**src/rtl/divider_pkg.sv**
```systemverilog
// Shared types and constants for the iterative restoring divider.
package divider_pkg;

  localparam int DEFAULT_WIDTH = 8;

  typedef enum logic [1:0] {
    IDLE = 2'd0,
    CALC = 2'd1,
    DONE = 2'd2
  } state_t;

endpackage

```
**src/rtl/divider_step.sv**
```systemverilog
// One restoring division step: bring in the next dividend bit, subtract the
// divisor if it fits, and report the resulting quotient bit.
module divider_step #(
  parameter int WIDTH = 8
) (
  input  logic [WIDTH-1:0] partial_rem,
  input  logic [WIDTH-1:0] divisor,
  input  logic             next_bit,
  output logic [WIDTH-1:0] new_rem,
  output logic             q_bit
);

  logic [WIDTH:0] trial;

  // partial_rem < divisor on entry, so the restored or reduced value fits WIDTH bits.
  always_comb begin
    trial   = {partial_rem, next_bit};
    q_bit   = (trial >= {1'b0, divisor});
    new_rem = q_bit ? WIDTH'(trial - {1'b0, divisor}) : trial[WIDTH-1:0];
  end

endmodule

```
**src/rtl/iterative_divider.sv**
```systemverilog
// Multi-cycle signed/unsigned divider: magnitudes are divided with one restoring
// step per cycle for a fixed WIDTH cycles, then signs are applied on the last step.
module iterative_divider
  import divider_pkg::*;
#(
  parameter int WIDTH = DEFAULT_WIDTH
) (
  input  logic             clock,
  input  logic             reset,
  input  logic             in_valid,
  output logic             in_ready,
  input  logic [WIDTH-1:0] dividend,
  input  logic [WIDTH-1:0] divisor,
  input  logic             is_signed,
  output logic             out_valid,
  input  logic             out_ready,
  output logic [WIDTH-1:0] quotient,
  output logic [WIDTH-1:0] remainder
);

  localparam int CNT_W = $clog2(WIDTH) + 1;
  localparam logic [CNT_W-1:0] LAST_STEP = CNT_W'(WIDTH - 1);

  state_t           state_reg;
  logic [CNT_W-1:0] count_reg;
  logic [WIDTH-1:0] shift_reg;
  logic [WIDTH-1:0] div_reg;
  logic [WIDTH-1:0] rem_reg;
  logic [WIDTH-1:0] quotient_reg;
  logic [WIDTH-1:0] remainder_reg;
  logic             q_neg_reg;
  logic             r_neg_reg;
  logic             in_ready_reg;
  logic             out_valid_reg;

  logic             dvd_neg;
  logic             dvs_neg;
  logic             dvs_zero;
  logic [WIDTH-1:0] dvd_mag;
  logic [WIDTH-1:0] dvs_mag;
  logic [WIDTH-1:0] rem_next;
  logic [WIDTH-1:0] quo_next;
  logic             q_bit;

  // A zero divisor never negates the quotient, so it stays all ones; the
  // remainder magnitude negated by the dividend sign reproduces the dividend.
  always_comb begin
    dvd_neg  = is_signed & dividend[WIDTH-1];
    dvs_neg  = is_signed & divisor[WIDTH-1];
    dvs_zero = (divisor == '0);
    dvd_mag  = dvd_neg ? -dividend : dividend;
    dvs_mag  = dvs_neg ? -divisor : divisor;
  end

  divider_step #(.WIDTH(WIDTH)) u_step (
    .partial_rem (rem_reg),
    .divisor     (div_reg),
    .next_bit    (shift_reg[WIDTH-1]),
    .new_rem     (rem_next),
    .q_bit       (q_bit)
  );

  // Dividend bits leave at the top while quotient bits enter at the bottom.
  assign quo_next = {shift_reg[WIDTH-2:0], q_bit};

  always_ff @(posedge clock) begin
    if (reset) begin
      state_reg     <= IDLE;
      count_reg     <= '0;
      shift_reg     <= '0;
      div_reg       <= '0;
      rem_reg       <= '0;
      quotient_reg  <= '0;
      remainder_reg <= '0;
      q_neg_reg     <= 1'b0;
      r_neg_reg     <= 1'b0;
      in_ready_reg  <= 1'b1;
      out_valid_reg <= 1'b0;
    end else begin
      case (state_reg)
        IDLE: begin
          if (in_valid) begin
            shift_reg    <= dvd_mag;
            div_reg      <= dvs_mag;
            rem_reg      <= '0;
            q_neg_reg    <= (dvd_neg ^ dvs_neg) & ~dvs_zero;
            r_neg_reg    <= dvd_neg;
            count_reg    <= '0;
            in_ready_reg <= 1'b0;
            state_reg    <= CALC;
          end
        end
        CALC: begin
          rem_reg   <= rem_next;
          shift_reg <= quo_next;
          count_reg <= count_reg + 1'b1;
          if (count_reg == LAST_STEP) begin
            quotient_reg  <= q_neg_reg ? -quo_next : quo_next;
            remainder_reg <= r_neg_reg ? -rem_next : rem_next;
            out_valid_reg <= 1'b1;
            state_reg     <= DONE;
          end
        end
        DONE: begin
          if (out_ready) begin
            out_valid_reg <= 1'b0;
            in_ready_reg  <= 1'b1;
            state_reg     <= IDLE;
          end
        end
        default: begin
          state_reg     <= IDLE;
          in_ready_reg  <= 1'b1;
          out_valid_reg <= 1'b0;
        end
      endcase
    end
  end

  assign in_ready  = in_ready_reg;
  assign out_valid = out_valid_reg;
  assign quotient  = quotient_reg;
  assign remainder = remainder_reg;

endmodule

```
**config.mk**
```make
export PLATFORM = sky130hd
export DESIGN_NAME = iterative_divider
export DESIGN_NICKNAME = d
export VERILOG_FILES = /design/src/rtl/divider_pkg.sv /design/src/rtl/divider_step.sv /design/src/rtl/iterative_divider.sv
export SDC_FILE = /design/constraint.sdc
export NUM_CORES = 1
export LEC_CHECK = 0
export BUFFER_PORTS_ARGS = -buffer_cell sky130_fd_sc_hd__buf_2
export CORE_UTILIZATION = 50
export CTS_BUF_LIST = sky130_fd_sc_hd__clkbuf_8
export DETAILED_ROUTE_END_ITERATION = 10
export GPL_ROUTABILITY_DRIVEN = 0
export PLACE_DENSITY = 0.7
export SLEW_MARGIN = 20
export SYNTH_ARGS = -nofsm -noshare
export SYNTH_HDL_FRONTEND = slang
export SYNTH_SLANG_ARGS = --single-unit
```
**constraint.sdc**
```tcl
create_clock -name clock -period 3.5 [get_ports clock]
set_input_delay 0.7 -clock clock [delete_from_list [all_inputs] [get_ports clock]]
set_output_delay 0.7 -clock clock [all_outputs]
set_load 0.05 [all_outputs]
```
==> results.txt <==
----------------------------------------------------
[Floorplan]
  Top-Level Pins ... 39
  Floorplan die width ... 80.2 µm
  Area of the core region ... 0.00592 mm²
  Placement row count ... 28
  Die Area ... 0.00643 mm²
  Die height ... 80.2 µm
  Initial cell density of the core ... 51.6%

[Clock network]
  Number of clock sinks seen by CTS ... 50
  Worst-skew pair later-pin latency ... 0.32 ns
  Hold bufs inserted after CTS ... 0
  Number of buffers added by the clock tree synthesis step ... 5
  Post-CTS Setup Repair Bufs ... 0
  Maximum number of buffers from clock root to sink ... 2
  Post-CTS Resized ... 0
  CTS Root Buffer Type ... clkbuf_8
  CTS tree ... built
  Number of H-tree levels ... 2
  Clk slew on worst S/H paths ... 0.11 ns

[Synthesis]
  Register bit total from synthesis ... 50
  Cell count after synthesis ... 386
  Synth top area cells ... dfxtp_1, nor2_1, ha_1
  Main flop type after synthesis ... dfxtp_1
  Area fraction of the dominant cell type after synthesis ... 32.7%
  Most used standard cell by instance count after synthesis ... dfxtp_1
  Summed instance area of the synthesized netlist ... 0.00306 mm²
  Proportion of synthesized flip-flops having asynchronous set or reset ... 0%
  Most used standard cells in the synthesized netlist ... dfxtp_1, nor2_1, a21oi_1, nand2_1, inv_1
  Mean area per synthesized cell ... 7.92 µm²
  Count of distinct cell types in the synthesized netlist ... 55
  Sequential-to-total area share from yosys stat ... 32.7%
  Number of synthesis warnings ... 0
  Syn Nets ... 421
  Cell taking the most area after synthesis ... dfxtp_1
  Number of enable-type register cells in the synthesized netlist ... 0

[Detailed routing]
  Detailed-route wire length ... 6870 µm
  Vias per inst ... 5.72
  Vias after detailed routing ... 2,812
  Drt first pass iters ... 7
  Per-cell routed wire length ... 14.0 µm
  Starting DRC count in detailed routing ... 161
  Total DRC errors in the routed layout ... 1
  Routed Antenna Nets ... 0

[Setup path]
  Setup slack of the worst register-to-register path ... 0.53 ns
  Critical Path AT ... 3.18 ns
  Slowest stage delay, CP ... 0.45 ns
  Origin of the critical flop-to-flop path ... rem_reg[3]
  Buf/Inv on CP ... 1
  Critical path type ... flip-flop to flip-flop
  Crit path required time ... 3.71 ns
  Critical path endpoint category ... flip-flop
  Largest fanout of any net on the critical path ... 9
  Worst path cell trace ... ha_1 -> a21o_2 -> nand2_1 -> and3_1 -> nand2_2 -> a21oi_1 -> inv_1 -> ha_1 -> o21ai_0 -> o21ai_0 -> a211o_1
  Depth of the worst register-to-register path ... 11
  Cell type of the slowest stage on the worst timing path ... dfxtp_1
  Capture instance of the worst register-to-register path ... remainder[4]
  Setup crit start kind ... flip-flop
  Largest delay share family, worst path ... compound AO/OA/AOI/OAI gates

[GRT]
  Via count of the first global-routing pass ... 2,489
  Residual overflow from global routing ... 0
  Pin count of the biggest net entering global routing ... 55
  Total GRT Usage ... 23.3%
  Global-route wire length before repair ... 11,800 µm
  Number of antenna violations at the first check in global routing ... 0

[Outcome]
  Violations in the final reports ... design-rule violations
  Status ... finished, violations left

[Timing]
  Setup_tns ... 0 ns
  Slew HR ... 35.5%
  Min Tclk post-route ... 2.97 ns
  Transition time at the pin with the least slew margin ... 0.968 ns
  Setup violations, final ... 0
  Slew Viols, Final ... 0
  Clock skew ... 0.0122 ns
  Tightest hold margin ... 0.456 ns
  Setup repair after global routing missed its margin ... false
  Portion of the clock cycle consumed by the worst path in the final layout ... 84.8%
  Hold Vio Cnt, Final ... 0
  Max Fclk ... 337 MHz

[Power and ir drop]
  Post-route total power ... 2.55 mW
  Worst supply voltage drop on vdd ... 0.428 mV
  Cell leakage power ... 1.38 nW
  Pwr/cell area ... 751 mW/mm²

[Finish]
  Final layout net count ... 451
  P&R area growth vs syn ... 11.1%
  Share of layout cells above drive strength 1 ... 14.9%
  ANT cells ... 0

[Job]
  Number of violations of the max-capacitance limit ... 0

[Place]
  Detail Placement HPWL ... 5110 µm
  Port Buffer Count ... 38

[Worst hold path]
  Hold WC Path Type ... flip-flop to flip-flop
  Endpoint of the worst hold path ... remainder[3]
  Hold Path Origin ... remainder[3]
  Instance count along the most critical hold path ... 2

----------------------------------------------------
[per-stage QoR]
stage / setup WS [ns] / cell area, µm² / instances / utilization (%)
global route: 0.268 / 3400 / 492 / 57.4
detailed placement: 0.574 / 3280 / 484 / 55.4
finish: 0.531 / 3400 / 492 / 57.4
CTS: 0.543 / 3400 / 492 / 57.4
global placement: 0.661 / 3280 / 484 / 55.4
floorplan: 0.830 / 3060 / 386 / -
[worst register-to-register path: stages (launching register included)]
cell and delay [ns]:
dfxtp_1 0.45, ha_1 0.35, a21o_2 0.27, nand2_1 0.08, and3_1 0.36, nand2_2 0.21
a21oi_1 0.31, inv_1 0.08, ha_1 0.20, o21ai_0 0.16, o21ai_0 0.13, a211o_1 0.27
[final cells by class]
cell class	count	area, µm²
clock buffer	5	68.8
clock inverter	3	47.5
fill	567	2520
inverter	22	82.6
multi-input combinational	297	1900
sequential	50	1000
tap	75	93.8
timing repair buffer	40	205
[logic make-up (layout without fill, tap and decap cells)]
kind of cell	Yosys count	count (layout)	synth area share, %
mux	6	6	2.05
flops	50	50	32.7
compound gates	105	105	23.6
fa+ha+maj	14	14	5.97
buf+inv	39	70	5.36
simple gates	154	154	25.1
xor+xnor	18	18	5.16
[layer usage]
metal / track usage (%) / share of wire [%] / vias up / wire [µm]
li1: - / - / 1462 / -
met1: 32.5 / 50 / 1270 / 3460
met2: 36.8 / 44 / 73 / 3060
met3: 3.75 / 4.2 / 7 / 287
met4: 6.61 / 1.1 / 0 / 75
met5: 0 / 0 / - / 0
[worst max path at each step]
stage | start | endpoint | slack [ns] | depth (start not counted)
finish | rem_reg[3] | remainder[4] | 0.53 | 11
global route | div_reg[2] | remainder[6] | 0.27 | 12
CTS | rem_reg[3] | remainder[4] | 0.54 | 11
detailed placement | rem_reg[3] | remainder[4] | 0.57 | 11
global placement | div_reg[7] | remainder[4] | 0.66 | 11
floorplan | shift_reg[7] | remainder[6] | 0.83 | 11
[placed cells by master, fill, tap and decap left out, types with 4 or more instances in the layout]
master    netlist  routed
a311oi_1        8       8
xnor2_1         7       7
nand3b_1        4       4
o21ai_0        14      14
buf_2           0      38
inv_1          22      22
a21oi_1        32      32
nor3b_1         5       4
mux2i_1         4       4
nor3_1         12      12
ha_1           13      13
xor2_1         11      11
a211oi_1       13      13
clkbuf_8        1       5
dfxtp_1        50      50
nand2_1        31      31
a22oi_1         7       7
a31oi_1         5       5
nor2_1         49      49
nand3_1        18      18
nor2b_1         4       4
o21a_1          4       4
or3_1           5       5
[report_power, final]
| part | internal, mW | leakage (nW) | switching, mW | total (mW) |
|---|---|---|---|---|
| clock network | 0.218 | 0.0591 | 0.216 | 0.434 |
| logic | 0.562 | 0.916 | 0.867 | 1.43 |
| registers | 0.622 | 0.407 | 0.0672 | 0.689 |
Note: power is estimated with default switching activity, not from simulation.
